### src/rtl/pc_sequencer_pkg.sv
// Shared definitions for the program-counter sequencer: FSM states, default
// sizes and the control-priority decode used by the top level.
package pc_seq_pkg;

    localparam int PC_W_DEF     = 7;
    localparam int RS_DEPTH_DEF = 4;

    typedef enum logic [1:0] {
        ST_RUN   = 2'd0,
        ST_FLUSH = 2'd1,
        ST_HALT  = 2'd2
    } seq_state_e;

    // Encoded winner among the simultaneous control requests.
    typedef enum logic [2:0] {
        CTL_HALT   = 3'd0,
        CTL_STALL  = 3'd1,
        CTL_RETURN = 3'd2,
        CTL_CALL   = 3'd3,
        CTL_JUMP   = 3'd4,
        CTL_BRANCH = 3'd5,
        CTL_SEQ    = 3'd6
    } ctl_e;

    function automatic ctl_e decode_ctl(input logic halt, input logic stall,
                                        input logic ret, input logic call,
                                        input logic jump, input logic branch);
        if (halt)        return CTL_HALT;
        else if (stall)  return CTL_STALL;
        else if (ret)    return CTL_RETURN;
        else if (call)   return CTL_CALL;
        else if (jump)   return CTL_JUMP;
        else if (branch) return CTL_BRANCH;
        else             return CTL_SEQ;
    endfunction

endpackage

### src/rtl/pc_sequencer_if.sv
// Control and fetch-address bundle between the decode stage and the sequencer.
interface pc_sequencer_if #(parameter int PC_W = pc_seq_pkg::PC_W_DEF);

    logic            Stall;
    logic            Branch;
    logic [PC_W-1:0] BranchOffset;
    logic            Jump;
    logic [PC_W-1:0] JumpTarget;
    logic            Call;
    logic            Return;
    logic            Halt;
    logic [PC_W-1:0] PCin;
    logic            Valid;
    logic            Halted;
    logic            RsOverflow;
    logic            RsUnderflow;

    modport master (
        output Stall, Branch, BranchOffset, Jump, JumpTarget, Call, Return, Halt,
        input  PCin, Valid, Halted, RsOverflow, RsUnderflow
    );

    modport slave (
        input  Stall, Branch, BranchOffset, Jump, JumpTarget, Call, Return, Halt,
        output PCin, Valid, Halted, RsOverflow, RsUnderflow
    );

endinterface

### src/rtl/pc_sequencer_ret_stack.sv
// Circular LIFO return-address stack; a push when full overwrites the oldest
// entry, a pop when empty changes nothing and only raises the strobe.
module ret_stack #(
    parameter int PC_W  = 7,
    parameter int DEPTH = 4
) (
    input  logic                           clk,
    input  logic                           rst,
    input  logic                           push,
    input  logic                           pop,
    input  logic [PC_W-1:0]                push_data,
    output logic [PC_W-1:0]                pop_data,
    output logic                           full,
    output logic                           empty,
    output logic                           overflow,
    output logic                           underflow,
    output logic [$clog2(DEPTH+1)-1:0]     count
);

    localparam int PTR_W = $clog2(DEPTH);
    localparam int CNT_W = $clog2(DEPTH + 1);
    localparam logic [CNT_W-1:0] CNT_FULL = CNT_W'(DEPTH);

    logic [PC_W-1:0]  stack_mem [DEPTH];
    logic [PTR_W-1:0] top_q, top_d;
    logic [CNT_W-1:0] count_q, count_d;
    logic [PTR_W-1:0] wr_idx;

    assign full      = (count_q == CNT_FULL);
    assign empty     = (count_q == '0);
    assign overflow  = push & full;
    assign underflow = pop & empty;
    assign pop_data  = stack_mem[top_q];
    assign count     = count_q;
    // Power-of-two depth lets the slot index wrap onto the oldest entry.
    assign wr_idx    = top_q + PTR_W'(1);

    always_comb begin
        top_d   = top_q;
        count_d = count_q;
        if (push) begin
            top_d = wr_idx;
            if (!full) count_d = count_q + CNT_W'(1);
        end else if (pop && !empty) begin
            top_d   = top_q - PTR_W'(1);
            count_d = count_q - CNT_W'(1);
        end
    end

    always_ff @(posedge clk or posedge rst) begin
        if (rst) begin
            top_q   <= '0;
            count_q <= '0;
        end else begin
            top_q   <= top_d;
            count_q <= count_d;
        end
    end

    always_ff @(posedge clk) begin
        if (push) stack_mem[wr_idx] <= push_data;
    end

endmodule

### src/rtl/pc_sequencer.sv
// Fetch-address sequencer: sequential advance, relative branch, jump,
// call/return through a return stack, one-cycle flush bubble and halt.
module pc_sequencer
    import pc_seq_pkg::*;
#(
    parameter int PC_W     = PC_W_DEF,
    parameter int RS_DEPTH = RS_DEPTH_DEF
) (
    input  logic          Clock,
    input  logic          Reset,
    pc_sequencer_if.slave bus
);

    localparam int CNT_W = $clog2(RS_DEPTH + 1);

    seq_state_e      state_q, state_d;
    logic [PC_W-1:0] pc_q, pc_d;
    logic            valid_q, valid_d;
    logic            halted_q, halted_d;
    logic            ovf_q, ovf_d;
    logic            unf_q, unf_d;
    // Set by reset so the first unstalled edge presents address 0 without incrementing.
    logic            boot_q, boot_d;

    ctl_e             ctl;
    logic [PC_W-1:0]  pc_inc;
    logic             rs_push, rs_pop;
    logic [PC_W-1:0]  rs_data;
    logic             rs_full, rs_empty, rs_ovf, rs_unf;
    logic [CNT_W-1:0] rs_count;

    assign ctl    = decode_ctl(bus.Halt, bus.Stall, bus.Return, bus.Call,
                               bus.Jump, bus.Branch);
    assign pc_inc = pc_q + PC_W'(1);

    ret_stack #(.PC_W(PC_W), .DEPTH(RS_DEPTH)) u_rs (
        .clk       (Clock),
        .rst       (Reset),
        .push      (rs_push),
        .pop       (rs_pop),
        .push_data (pc_inc),
        .pop_data  (rs_data),
        .full      (rs_full),
        .empty     (rs_empty),
        .overflow  (rs_ovf),
        .underflow (rs_unf),
        .count     (rs_count)
    );

    always_comb begin
        state_d  = state_q;
        pc_d     = pc_q;
        valid_d  = valid_q;
        halted_d = halted_q;
        boot_d   = boot_q;
        rs_push  = 1'b0;
        rs_pop   = 1'b0;
        if (state_q != ST_HALT) begin
            if (ctl != CTL_STALL) boot_d = 1'b0;
            unique case (ctl)
                CTL_HALT: begin
                    state_d  = ST_HALT;
                    valid_d  = 1'b0;
                    halted_d = 1'b1;
                end
                CTL_STALL: ;
                CTL_RETURN: begin
                    rs_pop = 1'b1;
                    pc_d   = rs_empty ? pc_inc : rs_data;
                end
                CTL_CALL: begin
                    rs_push = 1'b1;
                    pc_d    = bus.JumpTarget;
                end
                CTL_JUMP:   pc_d = bus.JumpTarget;
                CTL_BRANCH: pc_d = pc_q + bus.BranchOffset;
                default: begin
                    pc_d    = boot_q ? pc_q : pc_inc;
                    state_d = ST_RUN;
                    valid_d = 1'b1;
                end
            endcase
            if (ctl inside {CTL_RETURN, CTL_CALL, CTL_JUMP, CTL_BRANCH}) begin
                state_d = ST_FLUSH;
                valid_d = 1'b0;
            end
        end
        ovf_d = ovf_q | rs_ovf;
        unf_d = unf_q | rs_unf;
    end

    always_ff @(posedge Clock or posedge Reset) begin
        if (Reset) begin
            state_q  <= ST_FLUSH;
            pc_q     <= '0;
            valid_q  <= 1'b0;
            halted_q <= 1'b0;
            ovf_q    <= 1'b0;
            unf_q    <= 1'b0;
            boot_q   <= 1'b1;
        end else begin
            state_q  <= state_d;
            pc_q     <= pc_d;
            valid_q  <= valid_d;
            halted_q <= halted_d;
            ovf_q    <= ovf_d;
            unf_q    <= unf_d;
            boot_q   <= boot_d;
        end
    end

    assign bus.PCin        = pc_q;
    assign bus.Valid       = valid_q;
    assign bus.Halted      = halted_q;
    assign bus.RsOverflow  = ovf_q;
    assign bus.RsUnderflow = unf_q;

endmodule

### src/flat_wrapper.sv
// flat-port wrapper written by rule: the top's interface ports become plain ports
module pc_sequencer_flat import pc_seq_pkg::*;
#(
    parameter int PC_W     = PC_W_DEF,
    parameter int RS_DEPTH = RS_DEPTH_DEF
)
  (Clock, Reset, bus_Stall, bus_Branch, bus_BranchOffset, bus_Jump, bus_JumpTarget, bus_Call, bus_Return, bus_Halt, bus_PCin, bus_Valid, bus_Halted, bus_RsOverflow, bus_RsUnderflow);
  pc_sequencer_if #(.PC_W(PC_W)) bus_i ();
  input  logic Clock;
  input  logic Reset;
  input wire logic [$bits(bus_i.Stall)-1:0] bus_Stall;
  input wire logic [$bits(bus_i.Branch)-1:0] bus_Branch;
  input wire logic [$bits(bus_i.BranchOffset)-1:0] bus_BranchOffset;
  input wire logic [$bits(bus_i.Jump)-1:0] bus_Jump;
  input wire logic [$bits(bus_i.JumpTarget)-1:0] bus_JumpTarget;
  input wire logic [$bits(bus_i.Call)-1:0] bus_Call;
  input wire logic [$bits(bus_i.Return)-1:0] bus_Return;
  input wire logic [$bits(bus_i.Halt)-1:0] bus_Halt;
  output wire logic [$bits(bus_i.PCin)-1:0] bus_PCin;
  output wire logic [$bits(bus_i.Valid)-1:0] bus_Valid;
  output wire logic [$bits(bus_i.Halted)-1:0] bus_Halted;
  output wire logic [$bits(bus_i.RsOverflow)-1:0] bus_RsOverflow;
  output wire logic [$bits(bus_i.RsUnderflow)-1:0] bus_RsUnderflow;
  assign bus_i.Stall = bus_Stall;
  assign bus_i.Branch = bus_Branch;
  assign bus_i.BranchOffset = bus_BranchOffset;
  assign bus_i.Jump = bus_Jump;
  assign bus_i.JumpTarget = bus_JumpTarget;
  assign bus_i.Call = bus_Call;
  assign bus_i.Return = bus_Return;
  assign bus_i.Halt = bus_Halt;
  assign bus_PCin = bus_i.PCin;
  assign bus_Valid = bus_i.Valid;
  assign bus_Halted = bus_i.Halted;
  assign bus_RsOverflow = bus_i.RsOverflow;
  assign bus_RsUnderflow = bus_i.RsUnderflow;
  pc_sequencer #(.PC_W(PC_W), .RS_DEPTH(RS_DEPTH)) u_core (.Clock(Clock), .Reset(Reset), .bus(bus_i));
endmodule
### config.mk
export PLATFORM = sky130hd
export DESIGN_NAME = pc_sequencer_flat
export DESIGN_NICKNAME = d
export VERILOG_FILES = /design/src/rtl/pc_sequencer_pkg.sv /design/src/rtl/pc_sequencer_if.sv /design/src/rtl/pc_sequencer_ret_stack.sv /design/src/rtl/pc_sequencer.sv /design/src/flat_wrapper.sv
export SDC_FILE = /design/constraint.sdc
export NUM_CORES = 1
export LEC_CHECK = 0
export ABC_AREA = 1
export CORE_MARGIN = 10
export CORE_UTILIZATION = 45
export DETAILED_ROUTE_END_ITERATION = 10
export PLACE_DENSITY = 0.75
export SYNTH_ARGS = -nofsm -noshare
export SYNTH_HDL_FRONTEND = slang
export SYNTH_SLANG_ARGS = --single-unit
### constraint.sdc
create_clock -name Clock -period 2.57 [get_ports Clock]
set_input_delay 0.514 -clock Clock [delete_from_list [all_inputs] [get_ports Clock]]
set_output_delay 0.514 -clock Clock [all_outputs]
set_load 0.005 [all_outputs]
Word level (Yosys, flattened, before mapping) --
Memories as Yosys holds them, arrays and structs flattened. Cells that the tools add are included.
Operators by class: reduce and logical (&&, ||, !) cells 14, bitwise operators 5, equality and inequality tests 11, multiplexer cells 24, add/subtract/negate cells 6
Operators with widths (number):
- one-hot mux 7 bit (4 select lines) | 1
- 2-to-1 mux 3 bit | 8
- 2-to-1 mux 7 bit | 2
- equality test 3 bit (second input constant) | 3
- 2-to-1 mux 2 bit | 4
- AND reduction 2 bit | 4
- adder 7 x 1 -> 7 bit (second input constant) | 1
- adder 7 bit | 1
- 2-to-1 mux 1 bit | 7
- equality test 3 x 2 -> 1 bit (second input constant) | 2
- zero test 3 bit | 2
- OR reduction 5 bit | 1
- inequality test 2 bit (second input constant) | 2
- inequality test 4 bit (second input constant) | 1
- one-hot mux 2 bit (2 select lines) | 1
- nonzero test 4 bit | 1
- OR reduction 2 bit | 2
- adder 3 x 1 -> 3 bit (second input constant) | 1
- equality test 3 x 1 -> 1 bit (second input constant) | 1
- inequality test 3 x 1 -> 1 bit (second input constant) | 1
- AND reduction 3 bit | 1
- subtractor 3 x 1 -> 3 bit (second input constant) | 1
- adder 2 x 1 -> 2 bit (second input constant) | 1
- AND 1 bit | 2
- other kinds (8) | 9
Storage, ports and cells: memories 1, input port bits 22, RAM bits 28, output and inout port bits 11, register bits after elaboration 19, logic and storage cells 70
Memories:
- u_core.u_rs.stack_mem | words 4, width 7, read ports 1, clocked after Yosys merged registers in 0, write ports 1, RTL line pc_sequencer_ret_stack.sv:24 | logic [PC_W-1:0] stack_mem [DEPTH];

Depth between registers and ports, before layout --
Gate-level depths: netlist of run 1.
depth after elaboration 12, mapped depth 11, depth with buffers taken out 10

Modules after synthesis --
From an unflattened synthesis of run 1, not the netlist that was laid out.
Second synthesis, totals: cell total of the unflattened synthesis 360, area, all modules 2859.0 um^2
Modules (own cells, without submodules):
- ret_stack | area an instance 1450.1 um^2, times used 1, seq. area each 965.9 um^2, cells an instance 127
- pc_sequencer | area an instance 1408.9 um^2, times used 1, seq. area each 352.8 um^2, cells an instance 233

Least setup slack after synthesis of run 1 --
OpenSTA, ideal clock, no wires.
kind in2reg, from input port bus_Halt, to register u_core.u_rs.count_q[2] (netlist: u_core.u_rs.count[2]), path buffers 0, path slack 0.763 ns, library setup time 0.122 ns, stages on the path 8, required time 2.448 ns, arrival time 1.684 ns, cells stage by stage nor2_4 -> nand3_2 -> nor2_4 -> inv_2 -> fa_1 -> xnor2_1 -> nand2_1 -> xor2_1
Between the ends: word-level cells in the longest chain between the ends 7, elaborated cells on any way between the ends 12, classes of those cells eq/ne (3); mux (6); reduce/logical (3)
RTL lines:
- start, declared | RTL line flat_wrapper.sv:18 | input wire logic [$bits(bus_i.Halt)-1:0] bus_Halt;
- 2-to-1 mux 3 bit * | RTL line pc_sequencer_pkg.sv:28 | if (halt) return CTL_HALT;
- equality test 3 x 2 -> 1 bit | RTL line pc_sequencer.sv:60 | unique case (ctl)
- 2-to-1 mux 1 bit | RTL line pc_sequencer.sv:60
- 2-to-1 mux 1 bit | RTL line pc_sequencer.sv:58 | if (state_q != ST_HALT) begin
- logical AND 1 bit | RTL line pc_sequencer_ret_stack.sv:44 | end else if (pop && !empty) begin
- nonzero test 2 bit (no source line)
- AND reduction 2 bit (no source line)
- end signal, assigned | RTL line pc_sequencer_ret_stack.sv:56 | count_q <= count_d;
- end, declared | RTL line pc_sequencer_ret_stack.sv:26 | logic [CNT_W-1:0] count_q, count_d;
Mark *: on every way between the ends. The rest lies on a longest branch, timed or not. A chain may end at the register's enable or synchronous reset.

Worst setup path after layout of run 1 --
Same ends and word-level chain as after synthesis.

==> impl_metrics.sql, run 1 <==
INSERT INTO impl_metrics (metric_group, metric, value, unit) VALUES
('status', 'status', 'finished clean', ''),
('power_and_ir_drop', 'share_of_total_power_consumed_by_net_switching', '22.8', '%'),
('timing', 'final_report_max_slew_violation_count', '0', ''),
('clock_network', 'tritoncts', 'built', ''),
('clock_network', 'cts_htree_levels', '2', ''),
('setup_path', 'worst-endpoint-arrival', '2.34', 'ns'),
('timing', 'timing.final.crit_period', '2.14', 'ns'),
('global_route', 'grt_usage', '13.3', '%'),
('synth', 'synthTopCellsByArea', 'sky130_fd_sc_hd__edfxtp_1 30%, sky130_fd_sc_hd__nand2_1 16%, sky130_fd_sc_hd__dfrtp_1 15%', ''),
('power_and_ir_drop', 'pwr_density_cell', '449', 'mW/mm^2'),
('clock_network', 'clk_path_buf_depth', '2', ''),
('timing', 'clock_skew', '0.0115', 'ns'),
('power_and_ir_drop', 'seqPwrFrac', '54.0', '%'),
('power_and_ir_drop', 'ir_drop', '248', 'uV'),
('power_and_ir_drop', 'p_total', '1490', 'uW'),
('synth', 'synthesis.yosys.warnings', '0', ''),
('timing', 'unrepaired_setup_endpoints_after_global_routing', 'false', ''),
('clock_network', 'clkSinkCount', '47', ''),
('timing', 'worst_slew_margin_rel', '48.0', '%'),
('global_route', 'vias_in_the_first_global_route', '2413', ''),
('routing', 'wirelength', '6.44', 'mm'),
('die', 'die_y', '98.7', 'um'),
('clock_network', 'postCtsSetupRepairBufs', '0', ''),
('setup_path', 'r2r_slack', '0.64', 'ns'),
('setup_path', 'worst_ep_required_time', '2.76', 'ns'),
('finish', 'post_route_cells_drive_above_1_share', '10.6', '%'),
('die', 'core.rowCount', '28', ''),
('finish', 'antenna_cells', '0', ''),
('finish', 'relative_area_change_from_synthesis_to_final_layout', '19.4', '%'),
('synth', 'ys_seq_area_share', '47.3', '%'),
('setup_path', 'timing.rr.end', 'u_core.bus.PCin[2]', ''),
('synth', 'async_reset_ff_share', '40.4', '%'),
('timing', 'post-route-period-util', '83.5', '%'),
('placement', 'finalWeightedCongestion', '0.890', ''),
('clock_network', 'cts_resized', '0', ''),
('routing', 'drt_iter0_drc', '135', ''),
('global_route', 'grt_pass1_wl', '11.1', 'mm'),
('synth', 'post-synth-top-area-cell', 'sky130_fd_sc_hd__edfxtp_1', ''),
('setup_path', 'setup.worst_path.end', 'u_core.u_rs.count[2]', ''),
('setup_path', 'worstSetupStartpoint', 'bus_Halt', ''),
('power_and_ir_drop', 'clockPowerShare', '36.4', '%'),
('setup_path', 'setup.worst_path.end_class', 'register', ''),
('clock_network', 'clk_pin_slew', '0.09', 'ns'),
('synth', 'yosysUniqueCellTypes', '31', ''),
('synth', 'postSynthRegisterBits', '47', ''),
('die', 'starting_density_of_the_core', '46.8', '%'),
('setup_path', 'critPathSlowestCell', 'sky130_fd_sc_hd__clkdlybuf4s50_1', ''),
('power_and_ir_drop', 'intPower', '1150', 'uW'),
('timing', 'clock.fmax', '0.466', 'GHz'),
('clock_network', 'cell_chosen_for_the_clock_root', 'sky130_fd_sc_hd__clkbuf_8', ''),
('synth', 'syn-cell-area', '0.00279', 'sq mm'),
('synth', 'syn-mean-instance-area', '8.30', 'sq um'),
('synth', 'post_synth_inst_count', '336', ''),
('setup_path', 'r2r-start', 'u_core.bus.PCin[0]', ''),
('timing', 'worst_tran_pin_value', '0.779', 'ns'),
('global_route', 'initial_antenna_violation_count', '0', ''),
('global_route', 'maximum_number_of_pins_on_one_net_before_global_route_repair', '20', ''),
('finish', 'final.fill_count', '533', ''),
('setup_path', 'crit_path_cell_trace', 'clkdlybuf4s50_1, nor2_4, nand3_2, nor2_4, inv_2, fa_1, xnor2_1, nand2_1, xor2_1', ''),
('setup_path', 'setup.worst_path.start_class', 'input pin', ''),
('power_and_ir_drop', 'total_leakage_power', '0.00157', 'uW'),
('die', 'ios', '33', ''),
('placement', 'dpl.hpwl', '4.89', 'mm'),
('routing', 'vias_post_dr', '2308', ''),
('power_and_ir_drop', 'switchingPower', '341', 'uW'),
('timing', 'fin_hold_ws', '0.469', 'ns'),
('placement', 'dp_worst_setup_slack', '0.0962', 'ns'),
('synth', 'dominantRegCellSynth', 'sky130_fd_sc_hd__edfxtp_1', ''),
('setup_path', 'worst_r2r_path_depth', '7', ''),
('timing', 'final-hold-violation-count', '0', ''),
('synth', 'synth_enable_flop_cells', '28', '');
==> routing by layer <==
layer	GRT usage, %	vias up	share of wire [%]
met5	0	-	0
met2	23.4	61	52
met4	5.51	0	1.5
li1	-	1159	-
met3	2.65	10	4.3
met1	15.4	1078	43
==> sequential cells by signal (all words and copies together) (netlist names) <==
register,flops
u_core.boot_q,1
u_core.bus.Halted,1
u_core.bus.PCin,7
u_core.bus.RsOverflow,1
u_core.bus.RsUnderflow,1
u_core.bus.Valid,1
u_core.state_q,2
u_core.u_rs.count,3
u_core.u_rs.stack_mem,28
u_core.u_rs.top_q,2
==> how the worst min path moves through the flow <==
stage	start	to	slack [ns]	cells past startpoint
after detailed placement	u_core.bus.Halted	u_core.bus.Halted	0.45	2
after floorplan	Reset	u_core.bus.Halted	0.46	1
after global placement	u_core.bus.Halted	u_core.bus.Halted	0.45	2
after global routing	u_core.bus.RsUnderflow	u_core.bus.RsUnderflow	0.50	1
after CTS	u_core.bus.Halted	u_core.bus.Halted	0.48	2
final	u_core.bus.Halted	u_core.bus.Halted	0.47	2
==> through the flow <==
step,utilization (%),cells
6_report,55.9,452
5_1_grt,55.9,452
4_1_cts,55.9,452
3_5_place_dp,54.1,444
3_3_place_gp,54.1,444
2_1_floorplan,-,336
==> cell families (layout without fill, tap and decap cells) <==
kind of cell	after synthesis	in the layout	synth area share, %
AO/OA/AOI/OAI	25	25	5.92
buffers and inverters	52	93	7.40
adder cells (fa/ha/maj)	13	13	6.37
AND/OR/NAND/NOR	189	189	29.9
XOR/XNOR	10	10	3.14
flip-flops	47	47	47.3
==> worst max-delay path: cells and delay by family <==
kind	cells	cell delay [ns]
fa+ha+maj	1	0.40
buf+inv	2	0.59
simple gates	4	0.53
xor+xnor	2	0.29
==> placed cells by master, fill, tap and decap left out <==
| cell | n |
|---|---|
| sky130_fd_sc_hd__dfrtp_1 | 17 |
| sky130_fd_sc_hd__nand4_1 | 6 |
| sky130_fd_sc_hd__o21bai_1 | 3 |
| sky130_fd_sc_hd__bufinv_16 | 1 |
| sky130_fd_sc_hd__xor2_1 | 6 |
| sky130_fd_sc_hd__nand2_2 | 1 |
| sky130_fd_sc_hd__clkinv_4 | 1 |
| sky130_fd_sc_hd__o31ai_1 | 1 |
| sky130_fd_sc_hd__clkdlybuf4s50_1 | 32 |
| sky130_fd_sc_hd__clkinv_1 | 1 |
| sky130_fd_sc_hd__a21oi_1 | 9 |
| sky130_fd_sc_hd__a31o_2 | 1 |
| sky130_fd_sc_hd__nand3_2 | 2 |
| sky130_fd_sc_hd__a21oi_2 | 1 |
| sky130_fd_sc_hd__buf_4 | 6 |
| sky130_fd_sc_hd__a21oi_4 | 1 |
| sky130_fd_sc_hd__o21ai_0 | 3 |
| sky130_fd_sc_hd__nand3_1 | 38 |
| sky130_fd_sc_hd__xnor2_1 | 4 |
| sky130_fd_sc_hd__clkbuf_8 | 5 |
| sky130_fd_sc_hd__edfxtp_1 | 28 |
| sky130_fd_sc_hd__nor2_1 | 13 |
| sky130_fd_sc_hd__fa_1 | 2 |
| sky130_fd_sc_hd__dfstp_2 | 2 |
| sky130_fd_sc_hd__ha_1 | 11 |
| sky130_fd_sc_hd__nor2_4 | 3 |
| sky130_fd_sc_hd__inv_1 | 38 |
| sky130_fd_sc_hd__clkinv_2 | 1 |
| sky130_fd_sc_hd__o21ai_1 | 5 |
| sky130_fd_sc_hd__o21ai_4 | 1 |
| sky130_fd_sc_hd__nor2_2 | 3 |
| sky130_fd_sc_hd__inv_2 | 8 |
| sky130_fd_sc_hd__nand2_4 | 2 |
| sky130_fd_sc_hd__or2_2 | 1 |
| sky130_fd_sc_hd__nand2_1 | 120 |
==> cell type report <==
class,instances,area [sq um],share of cell area [%]
sequential,47,1320,39.6
multi-input combinational,237,1260,38.0
timing repair buffer,38,365,11.0
inverter,47,176,5.29
tap,75,93.8,2.82
clock buffer,5,68.8,2.07
clock inverter,3,43.8,1.31
==> synth_stat cells, types with 5 or more instances <==
cell,n
sky130_fd_sc_hd__inv_2,8
sky130_fd_sc_hd__nand4_1,6
sky130_fd_sc_hd__nand3_1,38
sky130_fd_sc_hd__xor2_1,6
sky130_fd_sc_hd__o21ai_1,5
sky130_fd_sc_hd__nor2_1,13
sky130_fd_sc_hd__dfrtp_1,17
sky130_fd_sc_hd__inv_1,38
sky130_fd_sc_hd__edfxtp_1,28
sky130_fd_sc_hd__nand2_1,120
sky130_fd_sc_hd__ha_1,11
sky130_fd_sc_hd__a21oi_1,9
==> power groups by stage <==
stage                     Sequential (uW)  Combinational [uW]  Clock, uW
final                                 807                 144        544
after global routing                  808                 163        579
after CTS                             807                 145        547
after detailed placement              823                 144          0
after global placement                823                 140          0
after floorplan                       820                83.6          0
(Power assumes the default switching activity.)
==> run 2, diff against run 1 <==
Clock period 2.57 ns to 2.2 ns, I/O delays scaled along.
==> impl_metrics.sql, run 2 (synthesized netlist as in run 1, its figures left out) <==
INSERT INTO impl_metrics (metric_group, metric, value, unit) VALUES
('clock_network', 'clk_path_buf_depth', '2', ''),
('placement', 'post_dp_cell_area', '0.00331', 'sq mm'),
('setup_path', 'r2r_slack', '0.45', 'ns'),
('timing', 'worst_slew_margin_rel', '72.1', '%'),
('die', 'die_y', '98.7', 'um'),
('setup_path', 'criticalPathCategory', 'input pin to register', ''),
('finish', 'fin_util', '57.5', '%'),
('setup_path', 'r2r-start', 'u_core.bus.PCin[0]', ''),
('routing', 'routedWlPerCell', '13.3', 'um'),
('routing', 'firstDrtPassIters', '5', ''),
('routing', 'wirelength', '6.17', 'mm'),
('setup_path', 'setup.worst_path.start_class', 'input pin', ''),
('setup_path', 'setup.worst_path.end', 'u_core.u_rs.count[2]', ''),
('timing', 'setup_viol_count_final', '0', ''),
('finish', 'finish.instance_area', '0.00342', 'sq mm'),
('clock_network', 'cell_chosen_for_the_clock_root', 'sky130_fd_sc_hd__clkbuf_8', ''),
('clock_network', 'numCtsBuffers', '5', ''),
('power_and_ir_drop', 'total_leakage_power', '0.00162', 'uW'),
('setup_path', 'worst_r2r_path_depth', '7', ''),
('finish', 'largest_register_ff_count', '28', ''),
('timing', 'final_report_max_slew_violation_count', '0', ''),
('min_path', 'worstHoldPathType', 'input pin to asynchronous set/reset pin', ''),
('finish', 'most-common-layout-cells', '120 x sky130_fd_sc_hd__nand2_1, 38 x sky130_fd_sc_hd__inv_1, 38 x sky130_fd_sc_hd__nand3_1', ''),
('die', 'core.rowCount', '28', ''),
('timing', 'post-route-period-util', '86.5', '%'),
('global_route', 'vias_in_the_first_global_route', '2195', ''),
('status', 'status', 'finished clean', ''),
('clock_network', 'cts_htree_levels', '2', ''),
('finish', 'num-nets-final', '423', ''),
('setup_path', 'worstSetupStartpoint', 'bus_Halt', ''),
('timing', 'fin_hold_ws', '0.350', 'ns'),
('finish', 'mostFrequentLayoutCell', 'sky130_fd_sc_hd__nand2_1', ''),
('timing', 'final-hold-violation-count', '0', ''),
('global_route', 'grt_usage', '12.7', '%'),
('die', 'core', '0.00596', 'sq mm'),
('die', 'dieArea', '0.00975', 'sq mm'),
('setup_path', 'worst_ep_required_time', '2.39', 'ns'),
('finish', 'register_bank_with_the_most_flops', 'u_core.u_rs.stack_mem', ''),
('global_route', 'grt_pass1_wl', '10.4', 'mm'),
('routing', 'routed_via_density', '4.95', ''),
('global_route', 'grt_overflow_total', '0', ''),
('run', 'cap_violations', '0', ''),
('routing', 'route.detailed.drc', '0', ''),
('finish', 'antenna_cells', '0', ''),
('clock_network', 'clock_latency', '0.31', 'ns'),
('clock_network', 'holdBufCountCts', '0', ''),
('clock_network', 'clk_pin_slew', '0.09', 'ns'),
('power_and_ir_drop', 'ir_drop', '299', 'uV'),
('finish', 'relative_area_change_from_synthesis_to_final_layout', '22.7', '%'),
('routing', 'detail-route-antenna-nets', '0', ''),
('timing', 'unrepaired_setup_endpoints_after_global_routing', 'false', ''),
('placement', 'dp_worst_setup_slack', '-0.0209', 'ns'),
('finish', 'post_route_cells_drive_above_1_share', '13.4', '%'),
('finish', 'final.fill_count', '546', ''),
('clock_network', 'cts_resized', '0', ''),
('global_route', 'maximum_number_of_pins_on_one_net_before_global_route_repair', '17', ''),
('timing', 'clock.fmax', '0.525', 'GHz'),
('timing', 'post-route-worst-setup-slack', '0.296', 'ns'),
('power_and_ir_drop', 'p_total', '1760', 'uW'),
('setup_path', 'worst-endpoint-arrival', '2.10', 'ns'),
('setup_path', 'setup.worst_path.end_class', 'register', ''),
('die', 'starting_density_of_the_core', '46.8', '%'),
('timing', 'worst_tran_pin_value', '0.417', 'ns'),
('setup_path', 'worst-path-max-fanout', '2', ''),
('setup_path', 'timing.rr.end', 'u_core.bus.PCin[2]', ''),
('placement', 'finalWeightedCongestion', '0.869', ''),
('timing', 'timing.final.crit_period', '1.90', 'ns'),
('die', 'ios', '33', ''),
('placement', 'place.port_buffers', '32', ''),
('power_and_ir_drop', 'pwr_density_cell', '515', 'mW/mm^2'),
('placement', 'dpl.hpwl', '4.86', 'mm'),
('routing', 'vias_post_dr', '2297', ''),
('die', 'horizontal_die_dimension', '98.7', 'um'),
('timing', 'clock_skew', '0.0141', 'ns'),
('global_route', 'initial_antenna_violation_count', '0', ''),
('clock_network', 'clkSinkCount', '47', ''),
('clock_network', 'postCtsSetupRepairBufs', '0', ''),
('routing', 'drt_iter0_drc', '121', ''),
('clock_network', 'tritoncts', 'built', '');
==> run 2: critical path: stages <==
cell and delay, ns:
sky130_fd_sc_hd__clkdlybuf4s50_1 0.47, sky130_fd_sc_hd__nor2_4 0.15, sky130_fd_sc_hd__nand3_2 0.11, sky130_fd_sc_hd__nor2_4 0.11
sky130_fd_sc_hd__inv_2 0.05, sky130_fd_sc_hd__fa_1 0.38, sky130_fd_sc_hd__xnor2_1 0.17, sky130_fd_sc_hd__nand2_1 0.08
sky130_fd_sc_hd__xor2_1 0.14
==> run 2: layout make-up <==
type | instances | area (sq um) | share of cell area (%)
well taps | 75 | 93.8 | 2.74
clock inverters | 3 | 46.3 | 1.35
multi-input cells | 237 | 1260 | 36.9
flip-flops and latches | 47 | 1320 | 38.5
inverters | 47 | 176 | 5.15
clock buffers | 5 | 68.8 | 2.01
repair buffers | 50 | 455 | 13.3
==> run 2: metrics by stage <==
stage / TNS [ns] / cells
2_1_floorplan: 0 / 336
3_3_place_gp: 0 / 456
3_5_place_dp: -0.0209 / 456
4_1_cts: 0 / 464
5_1_grt: 0 / 464
6_report: 0 / 464
==> run 2: worst min-delay path by stage <==
stage,from,to,slack (ns)
after floorplan,Reset,u_core.bus.Halted,0.39
after global placement,u_core.bus.Halted,u_core.bus.Halted,0.45
after detailed placement,u_core.bus.Halted,u_core.bus.Halted,0.45
after CTS,Reset,u_core.bus.Halted,0.35
after global routing,Reset,u_core.bus.Valid,0.37
final,Reset,u_core.bus.Valid,0.35
==> run 2: report_power, final <==
part	internal [uW]	switching [uW]
clock	342	302
sequential	934	7.49
combinational	83.9	94.5
==> run 2: per-layer routing <==
layer / GRT usage (%) / vias to the layer above / routed length (um)
met5: 0 / - / 0
met4: 4.41 / 0 / 84
met3: 2.37 / 8 / 274
met2: 22.4 / 47 / 3190
met1: 14.9 / 1061 / 2620
li1: - / 1181 / -
